**src/rtl/register_file_rename.sv**
```systemverilog
// register_file_rename: architectural register file with per-register ROB rename tags and commit bypass.
module register_file_rename #(
  parameter int TAG_W = 4,
  parameter int XLEN  = 32
) (
  input  logic             clk,
  input  logic             rst,
  input  logic             rollback_in,
  input  logic             dec_issue_in,
  input  logic [4:0]       dec_rs1_in,
  input  logic [4:0]       dec_rs2_in,
  input  logic [4:0]       dec_rd_in,
  input  logic [TAG_W-1:0] dec_rd_tag_in,
  output logic [XLEN-1:0]  dec_Vj_out,
  output logic [XLEN-1:0]  dec_Vk_out,
  output logic [TAG_W-1:0] dec_Qj_out,
  output logic [TAG_W-1:0] dec_Qk_out,
  input  logic             commit_rf_signal_in,
  input  logic [TAG_W-1:0] commit_tag_in,
  input  logic [XLEN-1:0]  commit_data_in,
  input  logic [4:0]       commit_target_in
);
  logic [XLEN-1:0]  data [32];
  logic [TAG_W-1:0] tags [32];
  logic             hit_j, hit_k;
  // Commit data forwards on target match; the tag only clears if the committer is still the latest producer.
  always_comb begin
    hit_j = commit_rf_signal_in && commit_target_in == dec_rs1_in;
    hit_k = commit_rf_signal_in && commit_target_in == dec_rs2_in;
    dec_Vj_out = dec_rs1_in == 5'd0 ? '0 : hit_j ? commit_data_in : data[dec_rs1_in];
    dec_Vk_out = dec_rs2_in == 5'd0 ? '0 : hit_k ? commit_data_in : data[dec_rs2_in];
    dec_Qj_out = dec_rs1_in == 5'd0 || (hit_j && tags[dec_rs1_in] == commit_tag_in) ? '0 : tags[dec_rs1_in];
    dec_Qk_out = dec_rs2_in == 5'd0 || (hit_k && tags[dec_rs2_in] == commit_tag_in) ? '0 : tags[dec_rs2_in];
  end
  always_ff @(posedge clk) begin
    if (rst) begin
      for (int i = 0; i < 32; i++) begin
        data[i] <= '0;
        tags[i] <= '0;
      end
    end else begin
      if (commit_rf_signal_in && commit_target_in != 5'd0) data[commit_target_in] <= commit_data_in;
      for (int i = 1; i < 32; i++) begin
        if (rollback_in) tags[i] <= '0;
        else if (dec_issue_in && dec_rd_in == 5'(i)) tags[i] <= dec_rd_tag_in;
        else if (commit_rf_signal_in && commit_target_in == 5'(i) && tags[i] == commit_tag_in) tags[i] <= '0;
      end
    end
  end
endmodule

```
**config.mk**
```make
export PLATFORM = sky130hd
export DESIGN_NAME = register_file_rename
export DESIGN_NICKNAME = d
export VERILOG_FILES = /design/src/rtl/register_file_rename.sv
export SDC_FILE = /design/constraint.sdc
export NUM_CORES = 2
export LEC_CHECK = 0
export ABC_CLOCK_PERIOD_IN_PS = 4200
export CORE_AREA = 2 2 330 332
export CTS_CLUSTER_SIZE = 16
export DETAILED_ROUTE_END_ITERATION = 8
export DIE_AREA = 0 0 332 334
export PLACE_DENSITY = 0.74
export SYNTH_ARGS = -nofsm -noshare
export SYNTH_HDL_FRONTEND = slang
export SYNTH_SLANG_ARGS = --single-unit
```
**constraint.sdc**
```tcl
create_clock -name clk -period 4.2 [get_ports clk]
set_input_delay 0.84 -clock clk [delete_from_list [all_inputs] [get_ports clk]]
set_output_delay 0.84 -clock clk [all_outputs]
set_load 0.05 [all_outputs]
```
After elaboration in Yosys (flattened, before gate mapping)
Memories as Yosys holds them, arrays and structs flattened.
Index checks and enable logic that the tools add are counted.
Word-level totals
  logic and storage cells: 685
  memory bits (read-only): 0
  memory bits (writable): 1152
  bits in latches: 0
  memories kept: 2
  bits of input ports: 65
  output and inout bits: 72
  register bits: 0
Memories
  data: words 32, bits a word 32, rd ports 2, clocked after memory_dff 0, write ports 32, RTL line 23  | logic [XLEN-1:0] data [32];
  tags: words 32, bits a word 4, rd ports 33, clocked after memory_dff 0, write ports 32, RTL line 24  | logic [TAG_W-1:0] tags [32];
Operators by class
  divide/modulo/power cells: 0
  $lt $le $gt $ge: 0
  equal/unequal tests: 97
  muxes and demuxes: 389
  add/sub/neg operators: 0
  reductions and logical operators: 104
  multiply operators: 0
  shift operators: 0
  bitwise operators: 93
Operators by type and width (number)
  two-way mux 4 bit: 95
  two-way mux 1 bit: 288
  == test 5 bit (second input constant): 32
  two-way mux 32 bit: 5
  == test 4 bit: 33
  logical AND 1 bit: 98
  OR 1 bit: 93
  == test 5 x 4 -> 1 bit (second input constant): 16
  == test 5 x 3 -> 1 bit (second input constant): 8
  OR reduction 32 bit: 1
  == test 5 x 2 -> 1 bit (second input constant): 4
  == test 5 x 1 -> 1 bit (second input constant): 2
  == test 5 bit: 2
  zero test 5 bit: 2
  two-way mux 5 bit: 1
  nonzero test 5 bit: 1
  logical OR 1 bit: 2

Depth between registers and ports, before layout
  depth after elaboration: 9
  mapped depth: 11
  mapped depth without buffers: 6

Least setup slack after synthesis
Ideal clock, no wire load.
  path type: in2out
  from: input dec_rs1_in[1]
  to: output dec_Vj_out[10]
  path buffers: 5
  stages on the path: 10
  setup slack: -0.097 ns
  data required time: 3.360 ns
  data arrival time: 3.457 ns
  cell sequence: buf_2 buf_2 buf_2 xor2_1 nor4_1 nand3_1 buf_2 clkbuf_1 nor2_1 a211oi_1
On the way
  longest elaborated chain between the ends: 4
  elaborated cells on any way between the ends: 6
  classes of those cells: eq/ne: 1; mux: 2; reduce/logical: 2; memory: 1
RTL lines
  from (decl): RTL line 10  | input logic [4:0] dec_rs1_in,
  branches (longest 3 deep; another with memory read (32 x 32 bit))
  two-way mux 32 bit (*): RTL line 30  | dec_Vj_out = dec_rs1_in == 5'd0 ? '0 : hit_j ? commit_data_in : data[dec_rs1_in];
  to (decl): RTL line 14  | output logic [XLEN-1:0] dec_Vj_out,
Every way passes the cells marked *.

Worst setup path after layout
  from: input dec_rs1_in[1]
  to: output dec_Vj_out[16]
Same word-level chain as after synthesis.

==> impl_metrics.env <==
export IMPL_outcome="finished, final reports clean"
export IMPL_multi_input_area_mm2=0.02809
export IMPL_powerDensity_mw_per_mm2=390.5
export IMPL_grt_pass1_wl_um=302100
export IMPL_drt_total_wl_um=213200
export IMPL_yosysWarnings=0
export IMPL_path_delay_family="buffers and inverters"
export IMPL_p_leak_uw=0.02563
export IMPL_synth_cell_type_count=58
export IMPL_antenna_found_initial=16
export IMPL_hold_ws_ns=0.6345
export IMPL_drv_cap=0
export IMPL_synth_cells=4128
export IMPL_grt_pass1_vias=41800
export IMPL_gp_congestion=0.9479
export IMPL_netlist_area_mm2=0.06397
export IMPL_synth_avg_cell_area_um2=15.50
export IMPL_wl_per_cell_um=36.56
export IMPL_root_buffer="clkbuf_16"
export IMPL_crit_path_start_kind="input pin"
export IMPL_final_hold_violation_count=0
export IMPL_synth_area_leaders="edfxtp_1 54%, mux4_2 24%, and2_1 11%, clkbuf_1 1.8%, xor2_1 1.4%"
export IMPL_ant_nets=0
export IMPL_worst_pin_slew_ns=0.9969
export IMPL_synth_edf_count=1148
export IMPL_skew_ns=0.007584
export IMPL_critical_path_class="in2out"
export IMPL_ir_worst_vdd_mv=0.3021
export IMPL_routed_via_density=7.220
export IMPL_seqCellArea_mm2=0.03447
export IMPL_required_ns=3.36
export IMPL_h_tree_depth=3
export IMPL_top_layer="met5"
export IMPL_core_area_mm2=0.1078
export IMPL_grt_max_degree=54
export IMPL_netlist_area_leader_share_pct=53.89
export IMPL_wl_met2_um=95690
export IMPL_slowest_delay_ns=0.58
export IMPL_critPathSlowestCell="a211oi_1"
export IMPL_seq_area_frac_synth_pct=53.89
export IMPL_clk_pin_slew_ns=0.06
export IMPL_cts_inserted_buffers=117
export IMPL_post_dp_hpwl_um=126700
export IMPL_die_w_um=332
export IMPL_clk_latency_ns=0.72
export IMPL_std_cell_rows=121
export IMPL_synth_main_ff_cell="edfxtp_1"
export IMPL_min_period_ns=4.161
export IMPL_synth_largest_area_cell="edfxtp_1"
export IMPL_dr_wl_met3_um=34170
export IMPL_cts_max_path_buffers=3
export IMPL_dieArea_mm2=0.1109
export IMPL_cp_end_kind="primary output"
export IMPL_cts_setup_buffers=0
export IMPL_power_uw=28680
export IMPL_gr_total_overflow=0
export IMPL_crit_chain="buf_8 > buf_12 > buf_4 > mux4_2 > mux4_2 > mux2i_1 > a211oi_1 > buf_4"
export IMPL_rsz0062_at_grt="no"
export IMPL_ioPinCount=137
export IMPL_grt_util_all_layers_pct=38.81
export IMPL_fp_dieH_um=334
export IMPL_drt_pass1_iter_count=6
export IMPL_drv_slew=0
export IMPL_drive_above_1_share_pct=31.72
export IMPL_start_util_pct=59.35
export IMPL_min_period_over_period_pct=99.06
export IMPL_cts_tree="done"
export IMPL_io_buffer_count=136
export IMPL_crit_fanout=53
export IMPL_cts_num_sinks=1148
export IMPL_hold_path_class="in2reg"
export IMPL_max_freq_mhz=240.3
export IMPL_crit_arrival_ns=3.32
export IMPL_n_fill_cell=7121
export IMPL_yosys_register_bits=1148
export IMPL_drcViolationCount=0
export IMPL_async_flop_share_pct=0
export IMPL_syn_to_final_growth_pct=14.81
export IMPL_wl_met1_um=71240
export IMPL_setup_viol_count_final=0
export IMPL_crit_buf_inv=4
export IMPL_routed_via_count=42120
export IMPL_nets=4373
export IMPL_relSlewSlack_pct=32.70
export IMPL_drt_iter0_markers=7810
## cells by family (layout without fill, tap and decap cells)
family,after synthesis,in the layout,synth area share (%)
multiplexers,788,788,25.76
XOR/XNOR,140,140,1.929
AND/OR/NAND/NOR,1459,1459,13.55
flip-flops,1148,1148,53.89
other,1,44,0.005862
AO/OA/AOI/OAI,150,150,1.790
buffers and inverters,442,690,3.082
## per-stage QoR
step	area (um^2)	util, %	worst slack [ns]	instances	setup TNS (ns)
floorplan	64260	-	-0.09703	4159	-2.771
global placement	69690	64.65	0.03164	5603	0
detailed placement	69690	64.65	0.02636	5603	0
CTS	73400	68.09	0.01653	5821	0
global route	73420	68.11	0.007889	5822	0
finish	73440	68.13	0.03928	5833	0
## synth_stat cells, drive strengths merged (3+ instances only)
master	count
mux2i	87
nand3	51
and2	1120
a221oi	4
inv	5
edfxtp	1148
nor2	146
a21oi	4
o211ai	24
and3	3
nor2b	22
or2	33
and3b	3
o311ai	6
mux4	684
xnor2	39
a22oi	6
a211oi	70
a41oi	8
o21ai	6
nand4	5
nand2	25
nand2b	4
o22ai	7
clkbuf	310
xor2	101
mux2	17
nand3b	7
buf	127
o31ai	3
nor4	33
## power by group
group	leakage, uW	switching [uW]	internal, uW
Combinational	0.0127	2520	2220
Sequential	0.0111	381	13200
Clock	0.00181	4560	5760
Total	0.0256	7470	21200
## what timing repair did
item	in CTS	in global routing
resized for setup	0	4
hold buffers	0	0
endpoints found under the setup margin	0	15
## path summary, 6_finish.rpt
path,endpoint,cells after the start,from,slack [ns]
worst min-delay path,data[0][30],1,rst,0.63
worst max register to register,tags[16][2],3,tags[16][0],2.45
worst min register to register,tags[16][0],3,tags[16][3],0.90
worst max-delay path,dec_Vj_out[16],8,dec_rs1_in[1],0.04
## cell usage in the layout (no fill, tap or decap), types with 8 or more instances in the layout
cell type and instances:
xnor2_1 39, buf_12 134, mux4_2 683, a211oi_2 36, and2_1 1120, nor4_1 33
conb_1 32, clkbuf_16 120, a41oi_1 8, or2_2 33, xor2_1 100, clkinv_1 26
buf_4 273, nand2_1 25, nand3_1 49, o211ai_1 24, nor2_1 114, mux2i_1 87
nor2_4 31, bufinv_16 9, clkbuf_1 22, clkinv_2 27, mux2_2 15, edfxtp_1 1148
nor2b_1 22, clkdlybuf4s50_1 49, a211oi_1 33, diode_2 12
## flip-flops by register name, indices dropped and copies added, names as in the netlist
signal and count:
data 1024, tags 124
## per-layer routing
layer	up-vias	global-route usage, %
met1	21130	53.31
met2	3982	57.67
met3	713	10.48
met5	-	0
li1	16290	-
met4	2	19.97
## final cells by class
cell class,count,area share (%)
repair buffers,467,7.288
clock buffers,142,4.201
flip-flops and latches,1148,46.94
clock inverters,76,0.8501
diodes,12,0.04089
well taps,1414,2.409
inverters,5,0.03237
multi-input cells,2569,38.24
Note: power is estimated with default switching activity, not from simulation.
